[src/rtl/rb_pixel_reader.sv]
// Row-buffer pixel reader: fetches 32-bit words from a 1-cycle-latency BRAM and streams them out as bytes.
// Optional stall counter output enabled by defining RB_READER_STATS_EN.
module rb_pixel_reader (
    input  logic        clk,
    input  logic        rst_n,
    input  logic        start,
    input  logic [8:0]  start_addr,
    input  logic [9:0]  len,
    output logic        r_en,
    output logic [8:0]  r_addr,
    input  logic [31:0] r_data,
    output logic [7:0]  pix_data,
    output logic        pix_valid,
    input  logic        pix_ready,
    output logic        pix_last,
    output logic        busy,
`ifdef RB_READER_STATS_EN
    output logic [15:0] stall_cnt,
`endif
    output logic        done
);

    typedef enum logic [1:0] {IDLE, RUN, FINISH} state_t;

    state_t      state_q;
    logic        r_en_q, rd_vld_q, busy_q, done_q;
    logic [8:0]  r_addr_q;
    logic [9:0]  req_left_q, words_left_q;
    logic [1:0]  occ_q, bptr_q;
    logic        wptr_q, rptr_q;
    logic [31:0] mem_q [2];

    logic [9:0]  len_sat;
    logic [31:0] head_word;
    logic [7:0]  head_byte;
    logic        xfer, pop, push, last_xfer, issue_d;
    logic [1:0]  occ_d;

    assign len_sat = (len > 10'd512) ? 10'd512 : len;

    // The word landing on r_data this cycle is presented directly when the FIFO is empty,
    // so the first pixel appears without waiting for it to be captured.
    always_comb begin
        head_word = (occ_q != 2'd0) ? mem_q[rptr_q] : r_data;
        case (bptr_q)
            2'd0:    head_byte = head_word[7:0];
            2'd1:    head_byte = head_word[15:8];
            2'd2:    head_byte = head_word[23:16];
            default: head_byte = head_word[31:24];
        endcase
        pix_valid = (state_q == RUN) && ((occ_q != 2'd0) || rd_vld_q);
        pix_data  = pix_valid ? head_byte : 8'd0;
        pix_last  = pix_valid && (bptr_q == 2'd3) && (words_left_q == 10'd1);
        xfer      = pix_valid && pix_ready;
        pop       = xfer && (bptr_q == 2'd3);
        last_xfer = pop && (words_left_q == 10'd1);
        push      = rd_vld_q;
        occ_d     = occ_q + {1'b0, push} - {1'b0, pop};
        issue_d   = (req_left_q != 10'd0) && (({1'b0, occ_d} + {2'b00, r_en_q}) < 3'd2);
    end

    always_ff @(posedge clk) begin
        if (!rst_n) begin
            state_q      <= IDLE;
            r_en_q       <= 1'b0;
            rd_vld_q     <= 1'b0;
            busy_q       <= 1'b0;
            done_q       <= 1'b0;
            r_addr_q     <= 9'd0;
            req_left_q   <= 10'd0;
            words_left_q <= 10'd0;
            occ_q        <= 2'd0;
            bptr_q       <= 2'd0;
            wptr_q       <= 1'b0;
            rptr_q       <= 1'b0;
        end else begin
            done_q   <= 1'b0;
            rd_vld_q <= r_en_q;
            case (state_q)
                IDLE: begin
                    if (start) begin
                        r_addr_q     <= start_addr;
                        words_left_q <= len_sat;
                        occ_q        <= 2'd0;
                        bptr_q       <= 2'd0;
                        wptr_q       <= 1'b0;
                        rptr_q       <= 1'b0;
                        if (len_sat == 10'd0) begin
                            state_q <= FINISH;
                            done_q  <= 1'b1;
                        end else begin
                            state_q    <= RUN;
                            busy_q     <= 1'b1;
                            r_en_q     <= 1'b1;
                            req_left_q <= len_sat - 10'd1;
                        end
                    end
                end
                RUN: begin
                    if (r_en_q) r_addr_q <= r_addr_q + 9'd1;
                    occ_q <= occ_d;
                    if (push) wptr_q <= ~wptr_q;
                    if (pop) begin
                        rptr_q       <= ~rptr_q;
                        words_left_q <= words_left_q - 10'd1;
                    end
                    if (xfer) bptr_q <= bptr_q + 2'd1;
                    r_en_q <= issue_d;
                    if (issue_d) req_left_q <= req_left_q - 10'd1;
                    if (last_xfer) begin
                        state_q <= FINISH;
                        busy_q  <= 1'b0;
                        done_q  <= 1'b1;
                        r_en_q  <= 1'b0;
                    end
                end
                default: state_q <= IDLE;
            endcase
        end
    end

    always_ff @(posedge clk) begin
        if (state_q == RUN && push) mem_q[wptr_q] <= r_data;
    end

    assign r_en   = r_en_q;
    assign r_addr = r_addr_q;
    assign busy   = busy_q;
    assign done   = done_q;

`ifdef RB_READER_STATS_EN
    logic [15:0] stall_q;

    always_ff @(posedge clk) begin
        if (!rst_n) begin
            stall_q <= 16'd0;
        end else if (state_q == IDLE && start) begin
            stall_q <= 16'd0;
        end else if (busy_q && pix_ready && !pix_valid && stall_q != 16'hFFFF) begin
            stall_q <= stall_q + 16'd1;
        end
    end

    assign stall_cnt = stall_q;
`endif

endmodule

[config.mk]
export PLATFORM = sky130hd
export DESIGN_NAME = rb_pixel_reader
export DESIGN_NICKNAME = d
export VERILOG_FILES = /design/src/rtl/rb_pixel_reader.sv
export SDC_FILE = /design/constraint.sdc
export NUM_CORES = 1
export LEC_CHECK = 0
export CORE_UTILIZATION = 55
export CTS_CLUSTER_DIAMETER = 200
export DETAILED_ROUTE_END_ITERATION = 12
export PLACE_DENSITY = 0.81
export SLEW_MARGIN = 20
export SYNTH_ARGS = -nofsm -noshare
export SYNTH_HDL_FRONTEND = slang
export SYNTH_SLANG_ARGS = --single-unit
[constraint.sdc]
create_clock -name clk -period 9.5 [get_ports clk]
set_clock_uncertainty 0.05 [all_clocks]
set_input_delay 1.9 -clock clk [delete_from_list [all_inputs] [get_ports clk]]
set_output_delay 1.9 -clock clk [all_outputs]
set_load 0.01 [all_outputs]
# Yosys cells after proc, flatten, opt, wreduce, memory -nomap -nowiden
# Memory sizes are Yosys's and may differ from the RTL's. A register that Yosys moved wholly into a read port is not among the register bits.
# Cells that the tools add are included.
# op_classes
add_sub_neg	8
order_cmp	2
eq_ne	13
mux	41
bitwise	2
n_reduce_logical	24
# op_table
op	n
$mux W10	6
$pmux W10 S2	2
$mux W32	1
$sub A10 B1 Y10 const B	3
$pmux W8 S3	1
$mux W9	2
$pmux W9 S2	1
$ne A2 B2 Y1 const B	8
$reduce_and A3 Y1	5
$mux W1	14
$pmux W2 S2	3
$eq A10 B1 Y1 const B	1
$gt A10 B10 Y1 const B	1
$logic_not A10 Y1	1
$mux W2	5
$pmux W1 S2	5
$reduce_bool A10 Y1	1
$add A9 B1 Y9 const B	1
$logic_and A1 B1 Y1	8
$mux W8	1
$reduce_and A4 Y1	2
$eq A2 B1 Y1 const B	2
$eq A2 B2 Y1 const B	2
$logic_not A2 Y1	2
9 further kinds	12
# totals
regBits	41
ramBits	64
input_bits	55
out_inout_bits	22
memories	1
# mem_list
memory	depth	width	rd	rd_ports_with_merged_regs	wr	line_no	text
mem_q	2	32	1	1	1	31	logic [31:0] mem_q [2];

# Depth between registers and ports, before layout
# depth
word_depth	11
ltp_mapped	17
depth_no_buf	14

# Worst setup path after synthesis
# Ideal clock, no wire load.
# synth_path
kind	input to output
from	input port r_data[0]
to	output port pix_data[0]
arrival_ns	2.469
required_time_ns	7.550
setup_slack_ns	5.081
path_stages	4
path_buffers	0
cell_sequence	a221oi_1 o21ai_0 o21ai_0 nor2_1
# synth_via
elab_chain_len	3
# synth_lines
item	line_no	text
from (decl)	11	input logic [31:0] r_data,
$mux W32	44	head_word = (occ_q != 2'd0) ? mem_q[rptr_q] : r_data;
$pmux W8 S3	45	case (bptr_q)
$mux W8	52	pix_data = pix_valid ? head_byte : 8'd0;
to (decl)	12	output logic [7:0] pix_data,
# No other way between the ends.

# Worst setup path after layout
# layout_path
from	input port r_data[3]
to	output port pix_data[3]
# Same word-level chain as after synthesis.

==> impl_metrics.tcl <==
set metrics [dict create \
    dpl.cell_count 710 \
    die_w_um 101 \
    clkTransAtPathRegs_ps 110 \
    synth-warning-count 0 \
    async_flop_share_pct 0 \
    cp-end-kind "output pin" \
    io_buffers 76 \
    syn_area_per_cell_um2 10.1 \
    internal-power_uw 705 \
    critical-path-top-delay-family "buffers and inverters" \
    cts.repair.resized 0 \
    crit_buf_inv 2 \
    clk_latency_ps 370 \
    power_uw 980 \
    whs_ps 448 \
    ys_ff_latch 106 \
    tightest_slew_ps 924 \
    grt_start_max_net_pins 43 \
    htree_levels 3 \
    ioPinCount 77 \
    synth_area_leaders "edfxtp_1 36%, dfxtp_1 16%, a21oi_1 4.6%" \
    rsz0062_at_grt "false" \
    diodes 0 \
    fin_util_pct 68.4 \
    path_max_fanout 3 \
    cp_slowest_cell "clkdlybuf4s50_1" \
    root_buffer "clkbuf_8" \
    num_vias 4430 \
    seq_area_frac_synth_pct 51.3 \
    fmax_mhz 179 \
    grt_pass1_wl_mm 20.8 \
    rrSetupSlack_ps 5500 \
    dp_slack_ps 3950 \
    clock_sinks 106 \
    grt_pass1_vias 4302 \
    yosys-top-cells-count "64 x edfxtp_1, 54 x nor2_1, 50 x a21oi_1" \
    maxSlewHeadroom_pct 38.4 \
    synth_top_area_cell "edfxtp_1" \
    globalRouteOverflowTotal 0 \
    pwr-share-seq_pct 53.2 \
    cts_tree "done" \
    die_y_um 101 \
    hpwlAfterDp_mm 8.83 \
    layout.cells.non_filler 726 \
    powerDensity_nw_per_um2 153 \
    dieArea_um2 10200 \
    antenna_found_initial 0 \
    ys.flop_type "edfxtp_1" \
    initial_utilization_pct 57.5 \
    p_sw_share_pct 28.0 \
    p_leak_nw 2.20 \
    fin_setup_tns_ps 0 \
    drtIter0Drc 241 \
    synth_edf_count 64 \
    crit_required_ps 7550 \
    clkPwrFrac_pct 30.0 \
    cp-start-kind "primary input" \
    wirelength_mm 13.1 \
    hold_viol 0 \
    netSwitchingPower_uw 275 \
    period_minus_slack_ps 5570 \
    syn_area_um2 5390 \
    finalInstanceArea_um2 6410 \
    arrival_ps 3620 \
    core_region_area_um2 9370 \
    place_congestion 0.911 \
    synth_nets 598 \
    slew_violations 0 \
    hold_class "reg -> reg" \
    max_stage_delay_ps 560 \
    status "complete, no violations" \
    synth_cell_type_count 56 \
    min_path_cells 1 \
    synth_cells 532 \
    yosysTopAreaCellShare_pct 35.7 \
    remaining_drc_errors 0 \
    place_area_um2 6200 \
    maxCapViolations 0 \
    path_cells "clkdlybuf4s50_1 > a221oi_1 > o21ai_0 > o21ai_0 > nor2_1 > clkdlybuf4s50_1" \
    post-route-period-util_pct 58.6 \
    drtPass1Iterations 5 \
    r2r_end "req_left_q[0]" \
    numCtsBuffers 9 \
    row_count 35 \
    r2r_cells 14 \
    synth.most_common_cell "edfxtp_1" \
    finalWorstSetupSlack_ps 3930 \
    ctsHoldBuffers 0 \
    drive_gt1_share_pct 8.38 \
    peakVddDrop_v 0.000104 \
    clockBufferDepth 2 \
    setup_viol 0 \
    area_growth_pct 19.0 \
    grt_util_all_layers_pct 26.6 \
    fill_cells 734 \
    hold_start "req_left_q[9]" \
    ant_nets 0 \
    reg2reg_from "occ_q[1]" \
    combPwrFrac_pct 16.8 \
    wl_per_cell_um 18.0 \
    vias_per_cell 6.10 \
    critPathKind "in -> out" \
    nNetsFinal 658 \
    cts_setup_buffers 0 \
    min_to "req_left_q[9]" \
]
[cell families after synthesis]
logic type / synth area share [%]
AOI/OAI and AO/OA: 20.0
xor gates and xnor gates: 0.488
adders and majority gates: 2.55
buffers and inverters: 3.90
DFF: 51.3
muxes: 7.64
and+or+nand+nor: 14.2
[how the worst max path moves through the flow]
stage | start | endpoint | slack, ps | depth (start not counted)
after floorplan | r_data[0] | pix_data[0] | 5080 | 4
after global placement | r_data[23] | pix_data[7] | 3970 | 6
after detailed placement | r_data[3] | pix_data[3] | 3950 | 6
after CTS | r_data[3] | pix_data[3] | 3940 | 6
after global routing | r_data[3] | pix_data[3] | 3840 | 6
final | r_data[3] | pix_data[3] | 3930 | 6
[layout make-up]
cell class                      count  area, um^2  area share [%]
Clock buffer                       10         128            1.99
Clock inverter                      6        81.3            1.27
Inverter                           13        51.3           0.800
Multi-Input combinational cell    380        2420            37.8
Sequential cell                   106        2760            43.1
Tap cell                          129         161            2.52
Timing Repair Buffer               82         806            12.6
[layer usage]
| layer | GRT usage, % | share of wire, % |
|---|---|---|
| met5 | 0 | 0 |
| met1 | 32.7 | 42 |
| met2 | 45.2 | 49 |
| met4 | 11.5 | 2.6 |
| met3 | 5.89 | 6.2 |
[registers in the layout (all words and copies together) (netlist names), named ones only]
signal	count
mem_q	64
req_left_q	10
words_left_q	10
r_addr	9
bptr_q	2
occ_q	2
state_q	2
busy	1
done	1
push	1
r_en	1
rptr_q	1
wptr_q	1
[power by group through the flow]
stage | Combinational [mW] | Clock (mW) | Sequential (mW)
final | 0.164 | 0.294 | 0.521
after floorplan | 0.0991 | 0 | 0.529
after global placement | 0.156 | 0 | 0.530
after global routing | 0.180 | 0.316 | 0.524
after detailed placement | 0.162 | 0 | 0.531
after CTS | 0.163 | 0.299 | 0.521
[layout by cell type, fill, tap and decap left out, drive strengths merged, types with 2 or more instances in the layout]
cell type	count
clkinv	2
nand4	2
a31oi	5
o31ai	2
nand2	46
or2	2
nand2b	4
xnor2	3
nor3	14
o22ai	3
and3	7
ha	11
o211ai	19
edfxtp	64
nand3	12
o21a	2
a21oi	50
a211oi	8
inv	16
buf	6
and4	2
clkdlybuf4s50	76
mux2i	22
o21bai	4
a21boi	2
dfxtp	42
nor2	55
nor4	5
mux2	17
or3	5
o21ai	39
a221oi	17
clkbuf	10
a22oi	7
nand3b	2
nor2b	3
Note: power is estimated with default switching activity, not from simulation.
